`src/rtl/tempo_timer_if.sv`:
```
// Control/status bundle for tempo_timer: per-channel load/mode/step/halt in, pulse/active/level out.
// Pure wiring; no latency and no backpressure.
interface tempo_timer_if #(
  parameter int CH = 2
);
  logic [CH-1:0]   load;
  logic [3*CH-1:0] speed;
  logic [CH-1:0]   oneshot;
  logic [CH-1:0]   step_up;
  logic [CH-1:0]   halt;
  logic [CH-1:0]   pulse;
  logic [CH-1:0]   active;
  logic [3*CH-1:0] level;

  modport master (
    output load, speed, oneshot, step_up, halt,
    input  pulse, active, level
  );

  modport slave (
    input  load, speed, oneshot, step_up, halt,
    output pulse, active, level
  );
endinterface

```
`src/rtl/tempo_timer.sv`:
```
// Multi-channel pacing timer: one-cycle pulse every PERIOD(level)+1 cycles, periodic or one-shot.
// Latency: first pulse P+1 edges after load, outputs registered; backpressure: none, halt freezes a channel.
module tempo_timer #(
  parameter int CLK_HZ  = 50_000_000,
  parameter int BASE_HZ = 1,
  parameter int LEVELS  = 6,
  parameter int CH      = 2,
  parameter int W       = 26
) (
  input logic         clk,
  input logic         reset,
  tempo_timer_if.slave tif
);

  typedef enum logic {ST_IDLE, ST_ACTIVE} state_e;

  localparam logic [2:0] MAX_LVL = 3'(LEVELS - 1);

  if (LEVELS < 1 || LEVELS > 8) begin : g_bad_levels
    $error("tempo_timer: LEVELS must be in 1..8");
  end
  if (longint'(CLK_HZ / BASE_HZ - 1) >= (longint'(1) << W)) begin : g_bad_width
    $error("tempo_timer: W too narrow for CLK_HZ/BASE_HZ-1");
  end
  if (CLK_HZ / (BASE_HZ << (LEVELS - 1)) - 1 < 0) begin : g_bad_period
    $error("tempo_timer: fastest level has a negative period");
  end

  // Reload values per level; entries beyond LEVELS are unreachable because level is clamped.
  logic [W-1:0] period_tab [8];
  for (genvar s = 0; s < 8; s++) begin : g_period
    if (s < LEVELS) begin : g_used
      assign period_tab[s] = W'(CLK_HZ / (BASE_HZ << s) - 1);
    end else begin : g_unused
      assign period_tab[s] = '0;
    end
  end

  function automatic logic [2:0] clamp_lvl(input logic [2:0] s);
    return ({1'b0, s} >= 4'(LEVELS)) ? MAX_LVL : s;
  endfunction

  function automatic logic [2:0] inc_lvl(input logic [2:0] l);
    return (l >= MAX_LVL) ? MAX_LVL : l + 3'd1;
  endfunction

  state_e               st_q [CH];
  state_e               st_d [CH];
  logic [CH-1:0][W-1:0] cnt_q, cnt_d;
  logic [CH-1:0][2:0]   lvl_q, lvl_d;
  logic [CH-1:0]        mode_q, mode_d;
  logic [CH-1:0]        pend_q, pend_d;
  logic [CH-1:0]        pulse_q, pulse_d;

  always_ff @(posedge clk) begin
    if (reset) begin
      for (int c = 0; c < CH; c++) begin
        st_q[c]  <= ST_IDLE;
        cnt_q[c] <= period_tab[0];
      end
      lvl_q   <= '0;
      mode_q  <= '0;
      pend_q  <= '0;
      pulse_q <= '0;
    end else begin
      st_q    <= st_d;
      cnt_q   <= cnt_d;
      lvl_q   <= lvl_d;
      mode_q  <= mode_d;
      pend_q  <= pend_d;
      pulse_q <= pulse_d;
    end
  end

  always_comb begin
    st_d    = st_q;
    cnt_d   = cnt_q;
    lvl_d   = lvl_q;
    mode_d  = mode_q;
    pend_d  = pend_q;
    pulse_d = '0;
    for (int c = 0; c < CH; c++) begin
      if (tif.load[c]) begin
        lvl_d[c]  = clamp_lvl(tif.speed[3*c +: 3]);
        cnt_d[c]  = period_tab[clamp_lvl(tif.speed[3*c +: 3])];
        mode_d[c] = tif.oneshot[c];
        st_d[c]   = ST_ACTIVE;
        pend_d[c] = 1'b0;
      end else if (st_q[c] == ST_ACTIVE && !tif.halt[c]) begin
        if (cnt_q[c] != '0) begin
          cnt_d[c]  = cnt_q[c] - W'(1);
          pend_d[c] = pend_q[c] | tif.step_up[c];
        end else begin
          pulse_d[c] = 1'b1;
          if (mode_q[c]) begin
            st_d[c] = ST_IDLE;
          end else begin
            // A step request arriving on the boundary itself counts toward the next one.
            lvl_d[c]  = pend_q[c] ? inc_lvl(lvl_q[c]) : lvl_q[c];
            cnt_d[c]  = period_tab[pend_q[c] ? inc_lvl(lvl_q[c]) : lvl_q[c]];
            pend_d[c] = tif.step_up[c];
          end
        end
      end
    end
  end

  assign tif.pulse = pulse_q;
  assign tif.level = lvl_q;
  for (genvar c = 0; c < CH; c++) begin : g_active
    assign tif.active[c] = (st_q[c] == ST_ACTIVE);
  end

endmodule
```
`src/flat_wrapper.sv`:
```
// flat-port wrapper written by rule: the top's interface ports become plain ports
module tempo_timer_flat 
#(
  parameter int CLK_HZ  = 50_000_000,
  parameter int BASE_HZ = 1,
  parameter int LEVELS  = 6,
  parameter int CH      = 2,
  parameter int W       = 26
)
  (clk, reset, tif_load, tif_speed, tif_oneshot, tif_step_up, tif_halt, tif_pulse, tif_active, tif_level);
  tempo_timer_if #(.CH(CH)) tif_i ();
  input logic clk;
  input logic reset;
  input wire logic [$bits(tif_i.load)-1:0] tif_load;
  input wire logic [$bits(tif_i.speed)-1:0] tif_speed;
  input wire logic [$bits(tif_i.oneshot)-1:0] tif_oneshot;
  input wire logic [$bits(tif_i.step_up)-1:0] tif_step_up;
  input wire logic [$bits(tif_i.halt)-1:0] tif_halt;
  output wire logic [$bits(tif_i.pulse)-1:0] tif_pulse;
  output wire logic [$bits(tif_i.active)-1:0] tif_active;
  output wire logic [$bits(tif_i.level)-1:0] tif_level;
  assign tif_i.load = tif_load;
  assign tif_i.speed = tif_speed;
  assign tif_i.oneshot = tif_oneshot;
  assign tif_i.step_up = tif_step_up;
  assign tif_i.halt = tif_halt;
  assign tif_pulse = tif_i.pulse;
  assign tif_active = tif_i.active;
  assign tif_level = tif_i.level;
  tempo_timer #(.CLK_HZ(CLK_HZ), .BASE_HZ(BASE_HZ), .LEVELS(LEVELS), .CH(CH), .W(W)) u_core (.clk(clk), .reset(reset), .tif(tif_i));
endmodule
```
`config.mk`:
```
export PLATFORM = sky130hd
export DESIGN_NAME = tempo_timer_flat
export DESIGN_NICKNAME = d
export VERILOG_FILES = /design/src/rtl/tempo_timer_if.sv /design/src/rtl/tempo_timer.sv /design/src/flat_wrapper.sv
export SDC_FILE = /design/constraint.sdc
export NUM_CORES = 1
export LEC_CHECK = 0
export CELL_PAD_IN_SITES_DETAIL_PLACEMENT = 1
export CELL_PAD_IN_SITES_GLOBAL_PLACEMENT = 2
export CORE_MARGIN = 3
export CORE_UTILIZATION = 39
export DETAILED_ROUTE_END_ITERATION = 12
export GPL_ROUTABILITY_DRIVEN = 0
export GPL_TIMING_DRIVEN = 0
export PLACE_DENSITY = 0.92
export SETUP_SLACK_MARGIN = 0.2
export SYNTH_ARGS = -nofsm -noshare
export SYNTH_HDL_FRONTEND = slang
export SYNTH_SLANG_ARGS = --single-unit
```
`constraint.sdc`:
```
create_clock -name clk -period 6.53 [get_ports clk]
set_clock_uncertainty 0.1 [all_clocks]
set_input_delay 1.6325 -clock clk [delete_from_list [all_inputs] [get_ports clk]]
set_output_delay 1.6325 -clock clk [all_outputs]
set_load 0.02 [all_outputs]
```
-- Yosys cells after proc, flatten, opt, wreduce, memory -nomap -nowiden
Memories as Yosys holds them, arrays and structs flattened.
Cells that the tools add are included.
- bits of input ports: 16
- output and inout port bits: 10
- register bits after elaboration: 66
- bits in read-only memories: 832
- memories kept: 4
- word-level logic and storage cells: 110
- memories (name ; words ; bits a word ; rd ports ; clocked after Yosys merged registers in ; wr ports ; RTL line ; text):
    (no name shown) ; 8 ; 26 ; 1 ; 0 ; 0 ; tempo_timer.sv:85 ; cnt_d[c] = period_tab[clamp_lvl(tif.speed[3*c +: 3])];
    (no name shown) ; 8 ; 26 ; 1 ; 0 ; 0 ; tempo_timer.sv:100 ; cnt_d[c] = period_tab[pend_q[c] ? inc_lvl(lvl_q[c]) : lvl_q[c]];
    (no name shown) ; 8 ; 26 ; 1 ; 0 ; 0 ; tempo_timer.sv:100 ;
    (no name shown) ; 8 ; 26 ; 1 ; 0 ; 0 ; tempo_timer.sv:85 ;
- equality and inequality tests: 8
- bitwise logic cells: 8
- mux-type cells: 44
- reduce and logical (&&, ||, !) cells: 22
- $add $sub $neg: 4
- $lt $le $gt $ge: 8
- operator list (cell ; count):
    $mux W26 ; 16
    $reduce_bool A26 Y1 ; 2
    $sub A26 B1 Y26 const B ; 2
    $mux W3 ; 14
    $ge A4 B4 Y1 const B ; 4
    $not A3 Y4 ; 4
    $mux W1 ; 14
    $ge A3 B3 Y1 const B ; 4
    $ne A2 B2 Y1 const B ; 6
    $reduce_and A3 Y1 ; 4
    $reduce_and A2 Y1 ; 4
    $reduce_bool A2 Y1 ; 4
    $add A3 B1 Y3 const B ; 2
    $ne A3 B3 Y1 const B ; 2
    $reduce_or A3 Y1 ; 2
    $reduce_or A2 Y1 ; 2
    $logic_and A1 B1 Y1 ; 2
    $logic_not A1 Y1 ; 2
    $not A1 Y1 ; 2
    $or A1 B1 Y1 ; 2

-- Depth between registers and ports, before layout
Gate-level depths: netlist of run 1.
- depth after elaboration: 11
- mapped depth: 12
- gate-level depth less buffers: 10

-- Least setup slack after synthesis of run 1
OpenSTA, ideal clock, no wires.
- path kind: input -> register
- start: in tif_halt[0]
- end: reg u_core.cnt_q[12] in the netlist's numbering
- setup slack: 3.409 ns
- required time: 6.356 ns
- stages: 7
- path buffers: 2
- arrival: 2.947 ns
- setup time: 0.074 ns
- path through: nand2b_1 > a31oi_1 > or2_2 > buf_2 > buf_2 > o21ai_0 > o21ai_0
- word-level cells in the longest chain between the ends: 4
- RTL lines (item ; RTL line ; text):
    start, declared ; flat_wrapper.sv:18 ; input wire logic [$bits(tif_i.halt)-1:0] tif_halt;
    $logic_not A1 Y1 ; tempo_timer.sv:89 ; end else if (st_q[c] == ST_ACTIVE && !tif.halt[c]) begin
    $logic_and A1 B1 Y1 ; tempo_timer.sv:89 ;
    $reduce_bool A2 Y1 (no source line) ; -- ;
    $reduce_and A2 Y1 (no source line) ; -- ;
    end signal, assigned by index ; tempo_timer.sv:59 ; cnt_q[c] <= period_tab[0];
    end signal, assigned ; tempo_timer.sv:67 ; cnt_q <= cnt_d;
    end, declared ; tempo_timer.sv:49 ; logic [CH-1:0][W-1:0] cnt_q, cnt_d;
No other way between the ends.
A chain may end at the register's enable or synchronous reset.

-- Final worst setup path of run 1
- start: in tif_halt[0]
- end: reg u_core.cnt_q[3] in the netlist's numbering
The elaborated chain is that of the path after synthesis.

==> metrics.yaml, run 1 <==
drt:
  drtIter0Drc: 645
  dr_total_vias: 5866
  drcViolationCount: 0
  vias_per_cell: 6.496
  final_antenna_net_count: 0
  firstDrtPassIters: 7
  totalWireLength_um: 20880
  wire_per_inst_um: 23.12
floorplanning:
  start_util: 0.4055
  die_y_um: 121.7
  io_pins: 26
  core_area_um2: 12880
  die_x_um: 121.7
  die-area_um2: 14810
  num_rows: 41
timing:
  fin_tns_setup_ns: 0
  setup_viol: 0
  slew_violations: 0
  fin_crit_ns: 4.208
  maxSlewHeadroom: 0.1952
  rsz0062_at_grt: "false"
  fin_ws_ns: 2.322
  worst_slew_pin_slew_ns: 1.202
  hold_viol_final: 0
  fmaxAchievable_ghz: 0.2376
  fin_crit_sh: 0.6444
clock_tree:
  tritoncts: "done"
  post_cts_buffers: 0
  cts_hold_buf: 0
  cts.sinks: 66
  cts-htree-levels: 3
  clkLatencyLatePin_ns: 0.35
  clk_path_buf_depth: 2
  clk_pin_slew_ns: 0.06
  root_buffer: "clkbuf_16"
  ctsResizeCount: 0
  numCtsBuffers: 9
placement:
  portBuffers: 20
  hpwl_um: 15400
  pre_cts_ws_ns: 2.093
  place_area_um2: 5637
hold_path:
  whs_path_depth: 1
  hold_start: "u_core.cnt_q[21]$_SDFFE_PP1P_"
  worst_hold_path_type: "flip-flop to flip-flop"
  min_to: "u_core.cnt_q[21]$_SDFFE_PP1P_"
global_routing:
  grt_pass1_wl_um: 33200
  grt-ovfl-total: 0
  antenna_found_initial: 1
  grt_pass1_vias: 5832
  grt_usage: 0.2891
  grt_max_degree: 12
logic_synthesis:
  ys.flop_type: "dfxtp_1"
  post_synth_num_cell_types: 78
  synth_edf_count: 0
  synth.area.top_cells: "dfxtp_1 25%, nor2_1 5.3%, a21oi_1 5.1%, o21ai_0 4.4%, nand2_1 3.5%"
  synth_area_per_cell_um2: 7.513
  synth.largest_area_cell: "dfxtp_1"
  yosysSeqAreaShare: 0.2531
  syn_inst: 695
  async_flop_share: 0
  synthTopCellsByCount: "74 x nor2_1, 66 x dfxtp_1, 53 x a21oi_1, 48 x nand2_1, 46 x o21ai_0"
  ys_warn_count: 0
  synth_top_area_frac: 0.2531
  yosysMostFrequentCell: "nor2_1"
  synth_seq_cells: 66
  syn_nets: 723
  netlist_area_um2: 5221
setup_path:
  crit_type: "primary input to flip-flop"
  worstReg2RegEnd: "u_core.cnt_q[21]$_SDFFE_PP1P_"
  cp.arrival_ns: 4.37
  critPathLaunchType: "primary input"
  worstSetupEndpointType: "flip-flop"
  reg2reg_slack_ns: 2.91
  r2r_start: "u_core.tif.level[1]$_SDFFE_PP0P_"
  crit_fanout: 10
  ff2ff_path_depth: 10
  required_ns: 6.69
cells_and_area:
  drive_gt1_frac: 0.07934
  fin_nets: 754
  diodes: 0
  fill_cells: 1623
  design_area_um2: 5948
  syn_to_final_growth_pct: 13.92
  multi_input_area_um2: 3568
  fin_util: 0.4620
  regArea_um2: 1321
run_status:
  status: "complete, no violations"
power_and_ir_drop:
  power_density_nw_per_um2: 205.1
  leakage_nw: 1.993
  irDropWorstVdd_v: 0.0001364
job:
  max_cap_viol_count: 0
## report_power, final
group	switching, W	internal (W)
clock	0.000197	0.000314
combinational	0.000148	0.0000888
sequential	0.0000398	0.000431
total	0.000385	0.000835
## sequential cells by signal (all words and copies together) (netlist names)
name	flops
u_core.mode_q	2
u_core.tif.pulse	2
u_core.cnt_q	52
u_core.tif.level	6
u_core.pend_q	2
u_core.tif.active	2
## area by class of cell
type	count	area share
Clock buffer	11	0.04249
Timing Repair Buffer	20	0.03366
Clock inverter	5	0.008835
Buffer	53	0.04480
Tap cell	172	0.03618
Multi-Input combinational cell	557	0.5999
Inverter	19	0.01199
Sequential cell	66	0.2221
## critical path, stage by stage
cell and delay, ns:
clkdlybuf4s50_1 0.43, nand2b_1 0.33, a31oi_1 0.87, or2_2 0.24, buf_2 0.26, buf_2 0.32, nor3_1 0.07, a41oi_1 0.20
## cell families (layout without fill, tap and decap cells)
logic type | after synthesis | count (layout) | share of synthesized area
adders and majority gates | 12 | 12 | 0.02876
xor gates and xnor gates | 29 | 29 | 0.04865
buffers and inverters | 72 | 108 | 0.06470
DFF | 66 | 66 | 0.2531
AOI/OAI and AO/OA | 232 | 232 | 0.2981
muxes | 13 | 13 | 0.02540
and+or+nand+nor | 271 | 271 | 0.2813
## metal layers
metal / routed length, um / GRT usage / vias up
met5: 0 / 0 / -
met4: 371 / 0.09804 / 0
met3: 2075 / 0.07707 / 31
met2: 8699 / 0.4045 / 271
met1: 9731 / 0.4259 / 2864
li1: - / - / 2700
## placed cells by master (no fill, tap or decap), types with 6 or more instances in the layout
master           instances
clkbuf_16                9
a211oi_1                15
o22ai_1                  6
and3_1                   6
nand2_1                 48
clkbuf_1                38
nor4_1                  15
xor2_1                  11
or2_2                    7
xnor2_1                 18
o211ai_1                13
nand2b_1                10
or3_1                   12
a21oi_1                 53
ha_1                    12
dfxtp_1                 66
a31oi_1                 23
or4_1                   10
nand3_1                 10
buf_2                    6
clkdlybuf4s50_1         20
nor2_1                  74
o21ai_0                 46
nor2b_1                  7
mux2i_1                 11
o31ai_1                  9
nand4_1                  7
inv_1                   17
nor3_1                  32
## worst max path at each step
stage | start | endpoint | slack, ns | depth (start not counted)
2_1_floorplan | tif_halt[0] | u_core.cnt_q[12]$_SDFFE_PP1P_ | 3.41 | 7
3_3_place_gp | tif_halt[0] | u_core.cnt_q[12]$_SDFFE_PP1P_ | 2.12 | 8
3_5_place_dp | tif_halt[0] | u_core.cnt_q[12]$_SDFFE_PP1P_ | 2.09 | 8
4_1_cts | tif_halt[0] | u_core.cnt_q[12]$_SDFFE_PP1P_ | 2.43 | 8
5_1_grt | tif_halt[0] | u_core.cnt_q[3]$_SDFFE_PP1P_ | 2.23 | 8
6_report | tif_halt[0] | u_core.cnt_q[3]$_SDFFE_PP1P_ | 2.32 | 8
## through the flow
stage	instances	total power (W)	hold slack, ns
floorplan	695	0.0006218	0.3424
global placement	887	0.0006985	0.3561
detailed placement	887	0.0007074	0.3791
CTS	903	0.001220	0.3936
global route	903	0.001273	0.4443
finish	903	0.001220	0.3866
Power figures use the tool's default switching activity.
==> run 2: changes to the inputs <==
--- a/config.mk
+++ b/config.mk
@@ -8,11 +8,11 @@
 export CELL_PAD_IN_SITES_DETAIL_PLACEMENT = 1
 export CELL_PAD_IN_SITES_GLOBAL_PLACEMENT = 2
 export CORE_MARGIN = 3
-export CORE_UTILIZATION = 39
+export CORE_UTILIZATION = 33
 export DETAILED_ROUTE_END_ITERATION = 12
 export GPL_ROUTABILITY_DRIVEN = 0
 export GPL_TIMING_DRIVEN = 0
-export PLACE_DENSITY = 0.92
+export PLACE_DENSITY = 0.84
 export SETUP_SLACK_MARGIN = 0.2
 export SYNTH_ARGS = -nofsm -noshare
 export SYNTH_HDL_FRONTEND = slang
==> constraint.sdc (replaced) <==
create_clock -name clk -period 3.75 [get_ports clk]
set_clock_uncertainty 0.1 [all_clocks]
set_input_delay 0.9375 -clock clk [delete_from_list [all_inputs] [get_ports clk]]
set_output_delay 0.9375 -clock clk [all_outputs]
set_load 0.02 [all_outputs]
==> run 2 against run 1 <==
  * Cell count increased by 4.2%
  * Critical endpoint unchanged
  * Power increased by 68%
  * Worst hold slack better by 0.0033 ns
  * Flip-flop and latch count did not move
  * Utilization fell by 7.1 points
  * Cell area up 0.76%
  * Die area is 17% higher
  * Routed wire length rose by 2.4%
  * Register-to-register slack lost 2.5 ns
  * Critical path depth up 2
  * Highest routed layer unchanged
  * First-iteration DRC count decreased by 24%
  * Critical path type is now flip-flop to flip-flop
==> metrics.yaml, run 2 (synthesized netlist as in run 1, its figures left out) <==
cells_and_area:
  final_common_cell: "nor2_1"
  layout_common_cells: "73 x nor2_1, 66 x dfxtp_1, 53 x a21oi_1"
  drive_gt1_frac: 0.08219
  diodes: 0
  max_flop_register: "u_core.cnt_q"
  final_cells: 941
  syn_to_final_growth_pct: 14.79
  largest_reg_flops: 52
  fin_nets: 756
global_routing:
  antenna_found_initial: 0
  grt_pass1_vias: 5766
  grt-ovfl-total: 0
  grt_pass1_wl_um: 33420
  gr-usage-met3: 0.06031
  grt_usage: 0.2415
  busiest_layer: "met2"
  grt_util_met1: 0.3436
  met2_usage: 0.3544
  grt_max_degree: 12
timing:
  hold_viol_final: 0
  holdWs_ns: 0.3899
  fin_crit_sh: 0.8923
  worst_slew_pin_slew_ns: 1.166
  rsz0062_at_grt: "false"
  setup_viol: 0
  slew_violations: 0
  fin_crit_ns: 3.346
  maxSlewHeadroom: 0.2193
  fmaxAchievable_ghz: 0.2988
clock_tree:
  root_buffer: "clkbuf_16"
  numCtsBuffers: 9
  cts.sinks: 66
  clk_pin_slew_ns: 0.06
  tritoncts: "done"
  cts-htree-levels: 3
  clk_path_buf_depth: 2
  clkLatencyLatePin_ns: 0.35
floorplanning:
  die_y_um: 131.8
  core_area_um2: 15310
  io_pins: 26
  die-area_um2: 17370
  num_rows: 45
  start_util: 0.3409
  die_x_um: 131.8
hold_path:
  worst_hold_path_type: "flip-flop to flip-flop"
drt:
  wire_per_inst_um: 22.72
  drcViolationCount: 0
  totalWireLength_um: 21380
  dr_total_vias: 5923
  drtIter0Drc: 493
  final_antenna_net_count: 0
  vias_per_cell: 6.294
  firstDrtPassIters: 6
placement:
  portBuffers: 20
  place_inst: 926
  hpwl_um: 15730
setup_path:
  critPathLaunchType: "flip-flop"
  worstSetupEndpointType: "flip-flop"
  crit_type: "flip-flop to flip-flop"
  cp.arrival_ns: 3.43
  required_ns: 3.83
  crit_fanout: 10
power_and_ir_drop:
  irDropWorstVdd_v: 0.0002540
  leakage_nw: 1.992
  power_density_nw_per_um2: 341.0
job:
  max_cap_viol_count: 0
run_status:
  status: "complete, no violations"
## run 2: changes by cell type in the layout (fill, tap and decap cells not counted), sizes merged
cell      before  now
buf           12   14
clkinv         5    2
clkinvlp       1    0
bufinv         1    0
clkbuf        52   54
## run 2: cell type report
cell class	instances	area [um^2]
Buffer	53	269.0
Tap cell	211	264.0
Inverter	19	71.32
Multi-Input combinational cell	557	3592
Fill cell	1945	9321
Timing Repair Buffer	22	215.2
Sequential cell	66	1321
Clock buffer	13	260.3
## run 2: stage by stage
| stage | util | setup TNS, ns | power [W] | cell area (um^2) | setup slack (ns) |
|---|---|---|---|---|---|
| 6_report | 0.3913 | 0 | 0.002044 | 5993 | 0.4037 |
| 3_3_place_gp | 0.3712 | -0.005008 | 0.001221 | 5685 | -0.005008 |
| 5_1_grt | 0.3913 | 0 | 0.002118 | 5993 | 0.1960 |
| 2_1_floorplan | - | 0 | 0.001083 | 5221 | 0.9535 |
| 3_5_place_dp | 0.3712 | -0.08709 | 0.001234 | 5685 | -0.06386 |
| 4_1_cts | 0.3896 | 0 | 0.002033 | 5967 | 0.2857 |
## run 2: worst paths after layout
check	from	endpoint	slack [ns]	cells past startpoint
max	u_core.cnt_q[0]$_SDFFE_PP1P_	u_core.cnt_q[3]$_SDFFE_PP1P_	0.40	10
min	u_core.cnt_q[21]$_SDFFE_PP1P_	u_core.cnt_q[21]$_SDFFE_PP1P_	0.39	1
max reg2reg	u_core.cnt_q[0]$_SDFFE_PP1P_	u_core.cnt_q[3]$_SDFFE_PP1P_	0.40	10
min reg2reg	u_core.cnt_q[21]$_SDFFE_PP1P_	u_core.cnt_q[21]$_SDFFE_PP1P_	0.39	1
## run 2: worst max-delay path: stages, from the launching register on
cell,delay (ns)
dfxtp_1,0.35
inv_1,0.09
ha_1,0.24
or4b_2,0.67
nor4_2,0.48
a31oi_4,0.25
or2_2,0.33
buf_2,0.20
buf_2,0.24
nor3_1,0.16
a41oi_1,0.06
## run 2: timing repair
action | in CTS | in global routing
hold buffers | 0 | 0
endpoints found under the hold margin | 0 | 0
resized for setup | 1 | 8
setup buffers | 2 | 0
setup endpoints to repair | 3 | 20
pin swaps | 1 | 1
## run 2: per-layer routing
metal  part of all wire  vias to the layer above
met5                  0                        -
met4              0.020                        0
met3              0.088                       40
met2               0.42                      264
met1               0.47                     2925
li1                   -                     2694
## run 2: power by group
group / internal (W) / switching, W / total [W]
sequential: 0.000751 / 0.0000678 / 0.000819
clock: 0.000474 / 0.000331 / 0.000805
combinational: 0.000157 / 0.000263 / 0.000420
total: 0.00138 / 0.000662 / 0.00204
==> run 3: changes to the inputs <==
--- a/config.mk
+++ b/config.mk
@@ -13,7 +13,7 @@
 export GPL_ROUTABILITY_DRIVEN = 0
 export GPL_TIMING_DRIVEN = 0
 export PLACE_DENSITY = 0.84
-export SETUP_SLACK_MARGIN = 0.2
+export SETUP_SLACK_MARGIN = 0.3
 export SYNTH_ARGS = -nofsm -noshare
 export SYNTH_HDL_FRONTEND = slang
 export SYNTH_SLANG_ARGS = --single-unit
==> run 3 against run 2 <==
  * Setup slack better by 0.087 ns
  * Register-to-register slack better by 0.09 ns
  * Combinational power about the same
  * Highest routed layer unchanged
  * Clock power down 0.5%
==> metrics.yaml, run 3 (synthesized netlist as in run 1, its figures left out) <==
global_routing:
  grt_pass1_wl_um: 33420
  antenna_found_initial: 0
  grt_usage: 0.2415
  grt-ovfl-total: 0
  grt_max_degree: 12
  grt_pass1_vias: 5766
setup_path:
  crit_fanout: 10
  r2r_start: "u_core.cnt_q[0]$_SDFFE_PP1P_"
  cp.depth: 10
  cpLargestDelayFamily: "simple AND/OR/NAND/NOR gates"
  worstSetupEndpointType: "flip-flop"
  path_cells: "inv_1 > ha_1 > or4b_2 > nor4_4 > a31oi_4 > or2_2 > buf_2 > buf_2 > nor3_1 > a41oi_1"
  critPathLaunchType: "flip-flop"
  crit_type: "flip-flop to flip-flop"
  crit_buf_inv: 3
  crit_path_top_delay_cell: "or4b_2"
  worstReg2RegEnd: "u_core.cnt_q[3]$_SDFFE_PP1P_"
  required_ns: 3.83
  max_stage_delay_ns: 0.69
  cp.arrival_ns: 3.34
  ff2ff_path_depth: 10
  path_common_cell: "buf_2"
  reg2reg_slack_ns: 0.49
floorplanning:
  io_pins: 26
  die_y_um: 131.8
  start_util: 0.3409
  core_area_um2: 15310
  die_x_um: 131.8
  num_rows: 45
  die-area_um2: 17370
timing:
  slew_violations: 0
  worst_slew_pin_slew_ns: 0.9146
  fin_crit_ns: 3.259
  hold_viol_final: 0
  setup_viol: 0
  fin_crit_sh: 0.8691
  maxSlewHeadroom: 0.3846
  fmaxAchievable_ghz: 0.3068
  fin_ws_ns: 0.4910
  rsz0062_at_grt: "false"
cells_and_area:
  drive_gt1_frac: 0.08904
  diodes: 0
  max_flop_register: "u_core.cnt_q"
  fill_cells: 1943
  final_common_cell: "nor2_1"
  largest_reg_flops: 52
  fin_nets: 756
  layout_common_cells: "73 x nor2_1, 66 x dfxtp_1, 53 x a21oi_1"
  syn_to_final_growth_pct: 15.41
drt:
  met2_length_um: 9173
  drtIter0Drc: 530
  dr_wl_met3_um: 1839
  drcViolationCount: 0
  wirelength_met1_um: 9991
  vias_per_cell: 6.255
  firstDrtPassIters: 5
  totalWireLength_um: 21390
  dr_total_vias: 5886
  highest_layer: "met4"
  final_antenna_net_count: 0
  wire_per_inst_um: 22.73
placement:
  hpwl_um: 15730
  pre_cts_ws_ns: -0.06386
  portBuffers: 20
run_status:
  status: "complete, no violations"
power_and_ir_drop:
  power_density_nw_per_um2: 338.7
  irDropWorstVdd_v: 0.0002524
  leakage_nw: 2.011
  total_power_w: 0.002041
clock_tree:
  clk_path_buf_depth: 2
  tritoncts: "done"
  cts-htree-levels: 3
  numCtsBuffers: 9
  clkLatencyLatePin_ns: 0.35
  cts.sinks: 66
  clk_pin_slew_ns: 0.06
  root_buffer: "clkbuf_16"
  cts_hold_buf: 0
hold_path:
  hold_start: "u_core.cnt_q[21]$_SDFFE_PP1P_"
  whs_path_depth: 1
  worst_hold_path_type: "flip-flop to flip-flop"
  min_to: "u_core.cnt_q[21]$_SDFFE_PP1P_"
job:
  max_cap_viol_count: 0
## run 3: cell types whose count changed in the layout (fill, tap and decap cells not counted)
cell | before | now
nor3_1 | 32 | 30
nor3_2 | 1 | 3
a31oi_1 | 22 | 21
a31oi_2 | 0 | 1
clkbuf_1 | 38 | 37
clkbuf_2 | 2 | 3
nor4_2 | 1 | 0
nor4_4 | 2 | 3
nor4b_1 | 3 | 2
nor4b_2 | 1 | 2
## run 3: cell type report
cell class	count	area, um^2	area share
tap	211	264.0	0.04381
inverter	19	71.32	0.01184
clock buffer	13	260.3	0.04319
buffer	53	270.3	0.04485
multi-input combinational	557	3623	0.6013
sequential	66	1321	0.2193
timing repair buffer	22	215.2	0.03571
## run 3: power by group
group / leakage, nW / internal [W] / switching, W
registers: 0.547 / 0.000751 / 0.0000683
logic: 1.34 / 0.000157 / 0.000263
clock network: 0.128 / 0.000474 / 0.000327
total: 2.01 / 0.00138 / 0.000658
## run 3: worst max-delay path by stage
stage / slack (ns) / start / end
after floorplan: 0.95 / u_core.tif.level[1]$_SDFFE_PP0P_ / u_core.cnt_q[10]$_SDFFE_PP0P_
after global placement: -0.005 / tif_halt[0] / u_core.cnt_q[12]$_SDFFE_PP1P_
after detailed placement: -0.06 / tif_halt[0] / u_core.cnt_q[12]$_SDFFE_PP1P_
after CTS: 0.40 / u_core.tif.level[4]$_SDFFE_PP0P_ / u_core.cnt_q[31]$_SDFFE_PP1P_
after global routing: 0.30 / u_core.cnt_q[0]$_SDFFE_PP1P_ / u_core.cnt_q[3]$_SDFFE_PP1P_
final: 0.49 / u_core.cnt_q[0]$_SDFFE_PP1P_ / u_core.cnt_q[3]$_SDFFE_PP1P_
## run 3: repair_timing
action                     in CTS  in global routing
resized for setup               2                 14
setup endpoints to repair      11                 29
setup buffers                   2                  0
pin swaps                       1                  1
## run 3: per-stage QoR
stage / area (um^2) / instances / util / setup TNS (ns) / hold slack (ns)
after global placement: 5685 / 926 / 0.3712 / -0.005008 / 0.3615
after global routing: 6026 / 941 / 0.3935 / 0 / 0.4155
final: 6026 / 941 / 0.3935 / 0 / 0.3911
after floorplan: 5221 / 695 / - / 0 / 0.3424
after CTS: 5973 / 941 / 0.3900 / 0 / 0.3906
after detailed placement: 5685 / 926 / 0.3712 / -0.08709 / 0.3780
## run 3: layer usage
| metal | track usage | vias up |
|---|---|---|
| met2 | 0.3544 | 242 |
| met5 | 0 | - |
| li1 | - | 2698 |
| met1 | 0.3436 | 2915 |
| met3 | 0.06031 | 31 |
| met4 | 0.08518 | 0 |
==> edit: new RTL, flow settings as in run 2 <==
`W` is set to 26 in 2 places; all go to 52.
--- a/src/rtl/tempo_timer.sv
+++ b/src/rtl/tempo_timer.sv
@@ -6,5 +6,5 @@
   parameter int LEVELS  = 6,
   parameter int CH      = 2,
-  parameter int W       = 26
+  parameter int W       = 52
 ) (
   input logic         clk,
--- a/src/flat_wrapper.sv
+++ b/src/flat_wrapper.sv
@@ -6,5 +6,5 @@
   parameter int LEVELS  = 6,
   parameter int CH      = 2,
-  parameter int W       = 26
+  parameter int W       = 52
 )
   (clk, reset, tif_load, tif_speed, tif_oneshot, tif_step_up, tif_halt, tif_pulse, tif_active, tif_level);
Check against the original RTL: no difference found for any inputs over 4 cycles, from zero or initial values and one cycle with reset high; that may be too few to reach the edited logic, so the function may still have changed.
==> edit against run 2 <==
Sequential power grew 66%. Critical path type unchanged. Setup slack lost 0.044 ns. Sequential cell count grew 52. Non-clock buffer count grew 10. Area after synthesis grew 46%. Wire length grew 35%. Via count grew 37%. Critical path depth shrank 2. Total power grew 76%. Die area grew 43%. Count of clock-buffer cells in the layout grew 6. Final area grew 48%. Core utilization grew 0.68 points. Synthesized cell count grew 45%.
==> edit: results (changes against run 2) <==
STA:
- The transition time of the tightest slew-check pin is 1.12 ns (was 1.17 ns).

Route:
- The count of routing violations after the opening detailed-route iteration is 716 (was 493).
- The routed wire length per instance was 21.5 um (was 22.7 um).
- The detailed-router iteration count before antenna repair was 5 (was 6).

CTS:
- The clock latency on the worst-skew pair came to 0.43 ns (was 0.35 ns).
- The number of buffers created by CTS is 17 (was 9).

Yosys:
- The post-synthesis share of cell area spent on full adders, half adders and majority gates is 0.0230 (was 0.0288).
- The fraction of the yosys area taken by sequential cells was 0.311 (was 0.253).
- Top cells by count, synth: 144 x nor2_1, 118 x dfxtp_1, 71 x nand2_1 (was 74 x nor2_1, 66 x dfxtp_1, 53 x a21oi_1).
- The complex-gate fraction of the synthesized area is 0.231 (was 0.298).
- The average instance area after synthesis is 7.54 sq um (was 7.51 sq um).
- The fraction of synthesized area in multiplexers came to 0.00675 (was 0.0254).

Worst setup path:
- The capturing point of the worst reg2reg path is u_core.cnt_q[21]$_SDFFE_PP1P_ (was u_core.cnt_q[3]$_SDFFE_PP1P_).
- The worst reg2reg path startpoint was u_core.cnt_q[27]$_SDFFE_PP0P_ (was u_core.cnt_q[0]$_SDFFE_PP1P_).
- The internal reg-to-reg setup slack came to 0.36 ns (was 0.40 ns).
- The number of cells traversed by the worst register-to-register path is 8 (was 10).

Place:
- The placed instance area came to 8160 sq um (was 5690 sq um).
- The number of buffer cells added on primary ports was 19 (was 20).
- The half-perimeter wire length after placement came to 20.6 mm (was 15.7 mm).

Status:
- Status: completed (unchanged).

Final layout:
- The filler cell count is 2729 (was 1945).

Pwr:
- The worst-case vdd ir drop is 0.000286 V (was 0.000254 V).

Global route:
- The pin count of the biggest net entering global routing is 17 (was 12).
- The total routing resource utilization after global routing is 0.235 (was 0.242).
- The number of global-route vias before repair came to 8166 (was 5766).

Hold path:
- The endpoint of the worst hold-timing path is u_core.cnt_q[32]$_SDFFE_PP0P_ (was u_core.cnt_q[21]$_SDFFE_PP1P_).
[edit: per-layer routing]
metal	GRT usage	part of all wire
met4	0.102	0.035
met2	0.388	0.46
met5	0	0
met3	0.0388	0.048
met1	0.303	0.45
[edit: timing repair]
item,4_1_cts,5_1_grt
hold endpoints to repair,0,0
gates resized for setup,0,5
hold buffers,0,0
buffers inserted,0,4
setup endpoints to repair,0,30
[edit: metrics by stage]
stage	power (mW)	hold slack [ns]	TNS, ns
floorplan	1.64	0.341	0
global placement	1.80	0.354	-0.429
detailed placement	1.81	0.362	-0.705
CTS	3.61	0.371	0
global route	3.72	0.399	0
finish	3.59	0.369	0
[edit: cells by family (layout without fill, tap and decap cells)]
| kind of cell | after synthesis | in the layout |
|---|---|---|
| adder cells (fa/ha/maj) | 14 | 14 |
| multiplexers | 5 | 5 |
| AO/OA/AOI/OAI | 272 | 272 |
| buffers and inverters | 87 | 143 |
| XOR/XNOR | 60 | 60 |
| flip-flops | 118 | 118 |
| AND/OR/NAND/NOR | 452 | 452 |
[edit: worst max-delay path by stage]
stage / startpoint / end / slack [ns] / depth (start not counted)
2_1_floorplan: u_core.cnt_q[0]$_SDFFE_PP1P_ / u_core.cnt_q[48]$_SDFFE_PP0P_ / 0.98 / 10
3_3_place_gp: tif_load[0] / u_core.cnt_q[21]$_SDFFE_PP1P_ / -0.08 / 8
3_5_place_dp: tif_load[0] / u_core.cnt_q[21]$_SDFFE_PP1P_ / -0.11 / 8
4_1_cts: u_core.cnt_q[8]$_SDFFE_PP0P_ / u_core.cnt_q[41]$_SDFFE_PP0P_ / 0.20 / 7
5_1_grt: u_core.cnt_q[0]$_SDFFE_PP1P_ / u_core.cnt_q[48]$_SDFFE_PP0P_ / 0.20 / 10
6_report: u_core.cnt_q[27]$_SDFFE_PP0P_ / u_core.cnt_q[21]$_SDFFE_PP1P_ / 0.36 / 8
[edit: layout make-up]
cell class	count	area, sq um	area share
clock inverters	13	179	0.0202
repair buffers	24	228	0.0257
clock buffers	19	453	0.0512
inverters	26	97.6	0.0110
multi-input cells	803	4930	0.557
plain buffers	61	251	0.0284
well taps	280	350	0.0396
flip-flops and latches	118	2360	0.267
[edit: worst max-delay path: stages (launching register included)]
cell      delay [ns]
dfxtp_1         0.35
or4_1           0.54
clkbuf_1        0.20
nor4b_4         0.42
nand4_2         0.35
clkbuf_1        0.40
o31ai_1         0.66
o21ai_0         0.20
nand3_1         0.11
[edit: power breakdown]
| part | leakage [nW] | internal (mW) | switching, mW |
|---|---|---|---|
| clock | 0.312 | 1.14 | 0.655 |
| sequential | 0.964 | 1.30 | 0.0643 |
| combinational | 1.75 | 0.141 | 0.289 |
| total | 3.03 | 2.58 | 1.01 |
